[config.mk]
export PLATFORM = sky130hd
export DESIGN_NAME = cga_vram_arbiter
export DESIGN_NICKNAME = d
export VERILOG_FILES = /design/src/rtl/cga_pkg.sv /design/src/rtl/cga_vram_arbiter.sv
export SDC_FILE = /design/constraint.sdc
export NUM_CORES = 1
export LEC_CHECK = 0
export ABC_CLOCK_PERIOD_IN_PS = 4100
export CORE_MARGIN = 2
export CORE_UTILIZATION = 44
export CTS_CLUSTER_DIAMETER = 60
export DETAILED_ROUTE_END_ITERATION = 10
export GPL_ROUTABILITY_DRIVEN = 0
export PLACE_DENSITY = 0.8
export SLEW_MARGIN = 20
export SYNTH_ARGS = -nofsm -noshare
export SYNTH_HDL_FRONTEND = slang
export SYNTH_SLANG_ARGS = --single-unit
[constraint.sdc]
create_clock -name clk -period 4.1 [get_ports clk]
set_input_delay 0.82 -clock clk [delete_from_list [all_inputs] [get_ports clk]]
set_output_delay 0.82 -clock clk [all_outputs]
set_load 0.02 [all_outputs]
[src/rtl/cga_pkg.sv]
// Shared CGA definitions: VRAM arbiter access phases and the standard VRAM address widths.
package cga_pkg;

    typedef enum logic [1:0] {
        ST_IDLE = 2'd0,
        ST_A1   = 2'd1,
        ST_A2   = 2'd2,
        ST_A3   = 2'd3
    } vram_state_e;

    localparam int CGA_ADDR_WIDTH   = 14;
    localparam int TANDY_ADDR_WIDTH = 15;

endpackage

[src/rtl/cga_vram_arbiter.sv]
// Single-ported VRAM arbiter: display fetch owns its sequencer slots, CPU accesses are
// queued and run as a fixed three-cycle access launched inside the isa_op_enable window.
module cga_vram_arbiter
    import cga_pkg::*;
#(
    parameter int ADDR_WIDTH = CGA_ADDR_WIDTH
) (
    input  logic                  clk,
    input  logic                  reset,
    input  logic                  isa_op_enable,
    input  logic                  vram_read,
    input  logic                  vram_read_a0,
    input  logic [ADDR_WIDTH-2:0] disp_addr,
    input  logic                  isa_req,
    input  logic                  isa_we,
    input  logic [ADDR_WIDTH-1:0] isa_addr,
    input  logic [7:0]            isa_wdata,
    output logic [7:0]            isa_rdata,
    output logic                  isa_ack,
    output logic                  isa_busy,
    output logic [ADDR_WIDTH-1:0] ram_addr,
    output logic [7:0]            ram_wdata,
    input  logic [7:0]            ram_rdata,
    output logic                  ram_we_n,
    output logic                  collision
);

    vram_state_e           state_reg;
    vram_state_e           phase;
    logic                  pending_reg;
    logic                  we_reg;
    logic [ADDR_WIDTH-1:0] addr_reg;
    logic [7:0]            wdata_reg;
    logic [7:0]            rdata_reg;
    logic [ADDR_WIDTH-1:0] ram_addr_reg;
    logic                  ack_reg;
    logic                  collision_reg;

    logic                  capture;
    logic                  launch;
    logic [ADDR_WIDTH-1:0] eff_addr;
    logic [7:0]            eff_wdata;

    // The launch cycle itself is phase A1, so state_reg steps straight from IDLE to A2;
    // a request captured in its launch cycle is forwarded from the ISA inputs.
    always_comb begin
        capture   = !reset && (state_reg == ST_IDLE) && !pending_reg && isa_req;
        launch    = !reset && (state_reg == ST_IDLE) && (pending_reg || capture) && isa_op_enable;
        eff_addr  = pending_reg ? addr_reg  : isa_addr;
        eff_wdata = pending_reg ? wdata_reg : isa_wdata;
        phase     = launch ? ST_A1 : state_reg;

        if (vram_read) begin
            ram_addr = {disp_addr, vram_read_a0};
        end else if (phase == ST_A1) begin
            ram_addr = eff_addr;
        end else if (phase != ST_IDLE) begin
            ram_addr = addr_reg;
        end else begin
            ram_addr = ram_addr_reg;
        end

        ram_wdata = (phase == ST_A1) ? eff_wdata : wdata_reg;
        ram_we_n  = !((state_reg == ST_A2) && we_reg && !vram_read);
        isa_busy  = pending_reg || (state_reg != ST_IDLE) || capture;
    end

    always_ff @(posedge clk) begin
        if (reset) begin
            state_reg     <= ST_IDLE;
            pending_reg   <= 1'b0;
            we_reg        <= 1'b0;
            addr_reg      <= '0;
            wdata_reg     <= '0;
            rdata_reg     <= '0;
            ram_addr_reg  <= '0;
            ack_reg       <= 1'b0;
            collision_reg <= 1'b0;
        end else begin
            ram_addr_reg <= ram_addr;
            ack_reg      <= (state_reg == ST_A3);

            if (capture) begin
                pending_reg <= 1'b1;
                we_reg      <= isa_we;
                addr_reg    <= isa_addr;
                wdata_reg   <= isa_wdata;
            end

            case (state_reg)
                ST_IDLE: if (launch) state_reg <= ST_A2;
                ST_A2:   state_reg <= ST_A3;
                ST_A3: begin
                    state_reg   <= ST_IDLE;
                    pending_reg <= 1'b0;
                    if (!we_reg) rdata_reg <= ram_rdata;
                end
                default: state_reg <= ST_IDLE;
            endcase

            if (vram_read && (phase != ST_IDLE)) collision_reg <= 1'b1;
        end
    end

    assign isa_rdata = rdata_reg;
    assign isa_ack   = ack_reg;
    assign collision = collision_reg;

endmodule

==> results of run 1 <==
## cell type report
class | count | area (um^2)
Clock buffer | 5 | 68.82
Clock inverter | 3 | 40.04
Fill cell | 502 | 1988
Inverter | 2 | 7.507
Multi-Input combinational cell | 234 | 1480
Sequential cell | 50 | 1001
Tap cell | 72 | 90.09
Timing Repair Buffer | 92 | 898.4
## cells in the final DEF (no fill, tap or decap), types with 2 or more instances in the layout
cell type	netlist	final
or3_1	2	2
buf_4	2	9
inv_1	2	2
o41ai_1	26	26
nand2_1	66	66
a2111oi_2	9	9
nor2_1	19	19
clkinv_2	0	2
mux2_4	8	8
clkbuf_8	0	5
a21oi_1	11	11
nor2b_1	27	26
dfxtp_1	50	50
o21ai_0	23	23
clkdlybuf4s50_1	0	83
nor3b_1	2	2
nand2b_1	23	23
or2_2	3	3
a2111oi_0	4	4
## worst register-to-register path, cell delays in order, from the launching register on
cell and delay (ns):
dfxtp_1 0.44, or2_2 0.38, nor4b_4 0.27, buf_4 0.41, o21ai_0 0.17
## how the worst min path moves through the flow
stage	cells past startpoint	startpoint	end	slack (ns)
floorplan	2	wdata_reg[7]	wdata_reg[7]	0.44
global placement	2	isa_rdata[2]	isa_rdata[2]	0.44
detailed placement	2	isa_rdata[2]	isa_rdata[2]	0.45
CTS	2	isa_rdata[2]	isa_rdata[2]	0.46
global route	2	isa_rdata[2]	isa_rdata[2]	0.47
finish	2	isa_rdata[0]	isa_rdata[0]	0.46
## report_power, final
part | internal [W] | total, W | switching (W) | leakage, nW
Sequential | 0.000523 | 0.000547 | 0.0000233 | 0.410
Combinational | 0.000186 | 0.000372 | 0.000186 | 0.832
Clock | 0.000180 | 0.000337 | 0.000157 | 0.0579
## metal layers
metal | vias up | track usage | wire length, um
met3 | 11 | 0.04719 | 338
li1 | 1238 | - | -
met4 | 0 | 0.06610 | 95
met2 | 60 | 0.3517 | 3010
met5 | - | 0 | 0
met1 | 1122 | 0.2306 | 2847
## cells by family (layout without fill, tap and decap cells)
| group | Yosys count | count (layout) |
|---|---|---|
| AND/OR/NAND/NOR | 146 | 146 |
| buffers and inverters | 26 | 102 |
| multiplexers | 9 | 9 |
| AO/OA/AOI/OAI | 79 | 79 |
| flip-flops | 50 | 50 |
## per-stage QoR
stage / instances / total power [W]
finish: 458 / 0.001256
global route: 458 / 0.001321
CTS: 458 / 0.001268
detailed placement: 450 / 0.0009301
global placement: 450 / 0.0009228
floorplan: 310 / 0.0007719
==> results.json, run 1 <==
{
  "cts-resized-gates": 0,
  "synth_edf_count": 0,
  "async_flop_share": 0,
  "vias": 2431,
  "critical_path_peak_fanout": 9,
  "wire_per_inst_um": 13.74,
  "yosys_most_used_dff": "dfxtp_1",
  "cts_root_buf": "clkbuf_8",
  "cp_data_arrival_time_ns": 3.14,
  "synth_nets": 360,
  "ant_nets": 0,
  "synth_top_family_by_area": "simple AND/OR/NAND/NOR gates",
  "dpl.hpwl_mm": 4.326,
  "slowest_stage": "clkdlybuf4s50_1",
  "path_delay_family": "buffers and inverters",
  "post_route_cells_drive_above_1_share": 0.1088,
  "synth_most_common_cell": "nand2_1",
  "syn_inst": 310,
  "rsz0062_at_grt": "false",
  "synth.mux.area_fraction": 0.05036,
  "post-route-period-util": 0.9668,
  "finalSetupTns_ns": 0,
  "finalHoldViolCount": 0,
  "yosys_warnings": 0,
  "die_x_um": 80.63,
  "grt_max_degree": 47,
  "status": "finished, final reports clean",
  "synth_compound_area_frac": 0.2383,
  "crit_path_end_kind": "primary output",
  "first_global_vias": 2277,
  "synthTopCellsByArea": "dfxtp_1 (39%), nand2_1 (9.6%), o41ai_1 (8.8%)",
  "slowest_delay_ns": 0.68,
  "io_buffer_count": 83,
  "drt_iter0_drc": 127,
  "rr_endpoint": "addr_reg[5]",
  "endpoint": "ram_addr[8]",
  "drt-total-wl_mm": 6.291,
  "synth_top_area_cell": "dfxtp_1",
  "cts_tree": "done",
  "worstMarginPinSlew_ns": 0.7657,
  "crit_top_cell": "clkdlybuf4s50_1",
  "slew_violations": 0,
  "placed_cell_area_um2": 3475,
  "final_core_util": 0.6433,
  "cts_buffers": 5,
  "grt_first_pass_wirelength_mm": 10.16,
  "fmax_ghz": 0.2523,
  "place_ws_ns": 0.1205,
  "min_period_ns": 3.964,
  "ys_types": 30,
  "firstDrtPassIters": 5,
  "routed_via_density": 5.308,
  "layout.nets": 435,
  "drc": 0,
  "antenna_found_initial": 0,
  "p_leak_nw": 1.300,
  "synthXorXnorAreaFrac": 0,
  "fp.coreArea_um2": 5574,
  "synth_seq_area_share": 0.3874,
  "ys_top_cells_by_count": "nand2_1 (66), dfxtp_1 (50), nor2b_1 (27), o41ai_1 (26)",
  "gr-total-overflow": 0,
  "diodes": 0,
  "clock_skew_ns": 0.004886,
  "die_h_um": 80.63,
  "cp_num_cells": 7,
  "design_area_um2": 3586,
  "post_cts_buffers": 0,
  "cts.clk_slew.worst_paths_ns": 0.09,
  "ys_seq_elements": 50,
  "crit_chain": "clkdlybuf4s50_1 > nand2b_4 > o21ba_2 > buf_4 > a2111oi_2 > o41ai_1 > clkdlybuf4s50_1",
  "clkLatencyLatePin_ns": 0.30,
  "reg2regPathDepth": 4,
  "holdBufCountCts": 0,
  "row_count": 27,
  "cts_max_path_buffers": 2,
  "powerDensity_nw_per_um2": 350.2,
  "syn2layout_area_growth_pct": 38.79,
  "ir_drop_v": 0.0002265,
  "drv_cap": 0,
  "reg2reg_slack_ns": 2.31,
  "die-area_um2": 6501,
  "synth_fa_ha_area_frac": 0,
  "synth.top_cell.area_share": 0.3874,
  "ios": 84,
  "start_util": 0.4635,
  "slew_headroom": 0.4763,
  "setup_viol": 0,
  "cp.required_ns": 3.28,
  "worstHoldPathType": "flip-flop to flip-flop",
  "cts-htree-levels": 2,
  "worst-path-buf-inv": 3,
  "synthSimpleGateAreaFrac": 0.2799,
  "fin_ws_ns": 0.1360,
  "synth_area_per_cell_um2": 8.335,
  "grt_usage": 0.1974,
  "clock-sinks": 50,
  "critPathLaunchType": "input port",
  "cp-startpoint": "reset",
  "fin_hold_ws_ns": 0.4565,
  "critPathKind": "input port to primary output",
  "synth_area_um2": 2584,
  "r2r_start": "state_reg[1]"
}
Power figures use the tool's default switching activity.
==> inputs of run 2 (changes only) <==
--- a/config.mk
+++ b/config.mk
@@ -6,12 +6,13 @@
 export NUM_CORES = 1
 export LEC_CHECK = 0
 export ABC_CLOCK_PERIOD_IN_PS = 4100
+export CAP_MARGIN = 20
 export CORE_MARGIN = 2
-export CORE_UTILIZATION = 44
+export CORE_UTILIZATION = 40
 export CTS_CLUSTER_DIAMETER = 60
 export DETAILED_ROUTE_END_ITERATION = 10
 export GPL_ROUTABILITY_DRIVEN = 0
-export PLACE_DENSITY = 0.8
+export PLACE_DENSITY = 0.74
 export SLEW_MARGIN = 20
 export SYNTH_ARGS = -nofsm -noshare
 export SYNTH_HDL_FRONTEND = slang
==> results.json, run 2 (synthesis gave the netlist of run 1 again) <==
{
  "status": "finished, final reports clean",
  "die-area_um2": 7118,
  "final_cell_mix": "clkdlybuf4s50_1 (82), nand2_1 (66), dfxtp_1 (50), nor2b_1 (27), o41ai_1 (26)",
  "reg2reg_slack_ns": 2.26,
  "fill_cells": 603,
  "clkLatencyLatePin_ns": 0.30,
  "gr-total-overflow": 0,
  "syn2layout_area_growth_pct": 40.92,
  "slowest_delay_ns": 0.66,
  "fmax_ghz": 0.2540,
  "worstMarginPinSlew_ns": 0.6878,
  "cp.required_ns": 3.28,
  "slowest_stage": "a2111oi_0",
  "finalSetupTns_ns": 0,
  "fp.coreArea_um2": 6314,
  "dp_cells": 457,
  "drc": 0,
  "slew_violations": 0,
  "placed_cell_area_um2": 3496,
  "ios": 84,
  "routed_via_density": 5.206,
  "cts_tree": "done",
  "row_count": 29,
  "cts-resized-gates": 0,
  "regArea_um2": 1001,
  "clock_skew_ns": 0.004404,
  "ir_drop_v": 0.0001716,
  "powerDensity_nw_per_um2": 368.9,
  "finalHoldViolCount": 0,
  "p_leak_nw": 1.334,
  "dpl.hpwl_mm": 4.446,
  "die_x_um": 84.37,
  "cts_max_path_buffers": 2,
  "layout.nets": 437,
  "r2r_start": "state_reg[1]",
  "clock-sinks": 50,
  "ant_nets": 0,
  "cts_root_buf": "clkbuf_8",
  "drt_iter0_drc": 111,
  "slew_headroom": 0.5296,
  "crit_chain": "clkdlybuf4s50_1 > nor2_1 > o21ba_2 > a2111oi_0 > o41ai_1 > clkdlybuf4s50_1",
  "drt-total-wl_mm": 6.364,
  "final_common_cell": "clkdlybuf4s50_1",
  "min_period_ns": 3.938,
  "design_area_um2": 3641,
  "hp-start": "isa_rdata[7]",
  "setup_viol": 0,
  "critical_path_peak_fanout": 9,
  "grt_first_pass_wirelength_mm": 10.60,
  "fin_cells": 465,
  "post-route-period-util": 0.9604,
  "reg2regPathDepth": 4,
  "wire_per_inst_um": 13.69,
  "crit_top_cell": "clkdlybuf4s50_1",
  "cts-htree-levels": 2,
  "firstDrtPassIters": 4,
  "cts_buffers": 5,
  "holdBufCountCts": 0,
  "die_h_um": 84.37,
  "critPathLaunchType": "input port",
  "cp_data_arrival_time_ns": 3.12,
  "min_to": "isa_rdata[7]",
  "critPathKind": "input port to primary output",
  "start_util": 0.4092,
  "worst-path-buf-inv": 2,
  "vias": 2421,
  "grt_max_degree": 47,
  "post_route_cells_drive_above_1_share": 0.1108,
  "worstHoldPathType": "flip-flop to flip-flop",
  "diodes": 0,
  "grt_usage": 0.1800,
  "path_delay_family": "compound AO/OA/AOI/OAI gates",
  "holdPathStages": 2,
  "p_total_w": 0.001343,
  "final_core_util": 0.5767,
  "antenna_found_initial": 0,
  "drv_cap": 0,
  "multi_input_area_um2": 1478,
  "cts.clk_slew.worst_paths_ns": 0.09,
  "rsz0062_at_grt": "false",
  "io_buffer_count": 83,
  "first_global_vias": 2287,
  "post_cts_buffers": 0,
  "crit_path_end_kind": "primary output",
  "rr_endpoint": "wdata_reg[2]"
}
## run 2: cell count changes in the layout (fill, tap and decap cells not counted), sizes merged
cell           before  now
buf                 9   11
clkbuf              5    6
bufinv              1    2
dlymetal6s2s        0    1
clkinv              2    0
clkdlybuf4s50      83   82
## run 2: where the power goes
group	internal, W	total, W	switching, W
clock network	0.000260	0.000423	0.000163
logic	0.000186	0.000373	0.000186
registers	0.000523	0.000548	0.0000242
## run 2: layout make-up
class	count	area share
Multi-Input combinational cell	234	0.4058
Sequential cell	50	0.2749
Timing Repair Buffer	94	0.2515
Tap cell	77	0.02646
Clock buffer	6	0.02268
Clock inverter	2	0.01649
Inverter	2	0.002062
## run 2: how the worst max path moves through the flow
stage / endpoint / depth (start not counted) / from / slack (ns)
CTS: ram_addr[7] / 7 / isa_req / 0.16
floorplan: ram_addr[10] / 5 / reset / 1.04
detailed placement: ram_addr[7] / 7 / isa_req / 0.16
finish: ram_addr[2] / 6 / isa_req / 0.16
global placement: ram_addr[7] / 7 / isa_req / 0.19
global route: ram_addr[6] / 7 / reset / 0.005
## run 2: routing by layer
metal / wire length (um) / part of all wire / GRT usage / vias to the layer above
met5: 0 / 0 / 0 / -
met4: 22 / 0.0035 / 0.03175 / 0
met3: 404 / 0.063 / 0.05211 / 4
met2: 3013 / 0.47 / 0.3160 / 64
met1: 2924 / 0.46 / 0.2225 / 1107
li1: - / - / - / 1246
## run 2: worst min-delay path, delay by kind of cell, from the launching register on
kind | cells | cell delay [ns]
flops | 1 | 0.32
compound gates | 1 | 0.05
simple gates | 1 | 0.05
## run 2: metrics by stage
stage	hold slack [ns]	setup WS (ns)
2_1_floorplan	0.4419	1.036
3_3_place_gp	0.4412	0.1896
3_5_place_dp	0.4476	0.1641
4_1_cts	0.4613	0.1618
5_1_grt	0.4828	0.005355
6_report	0.4569	0.1623
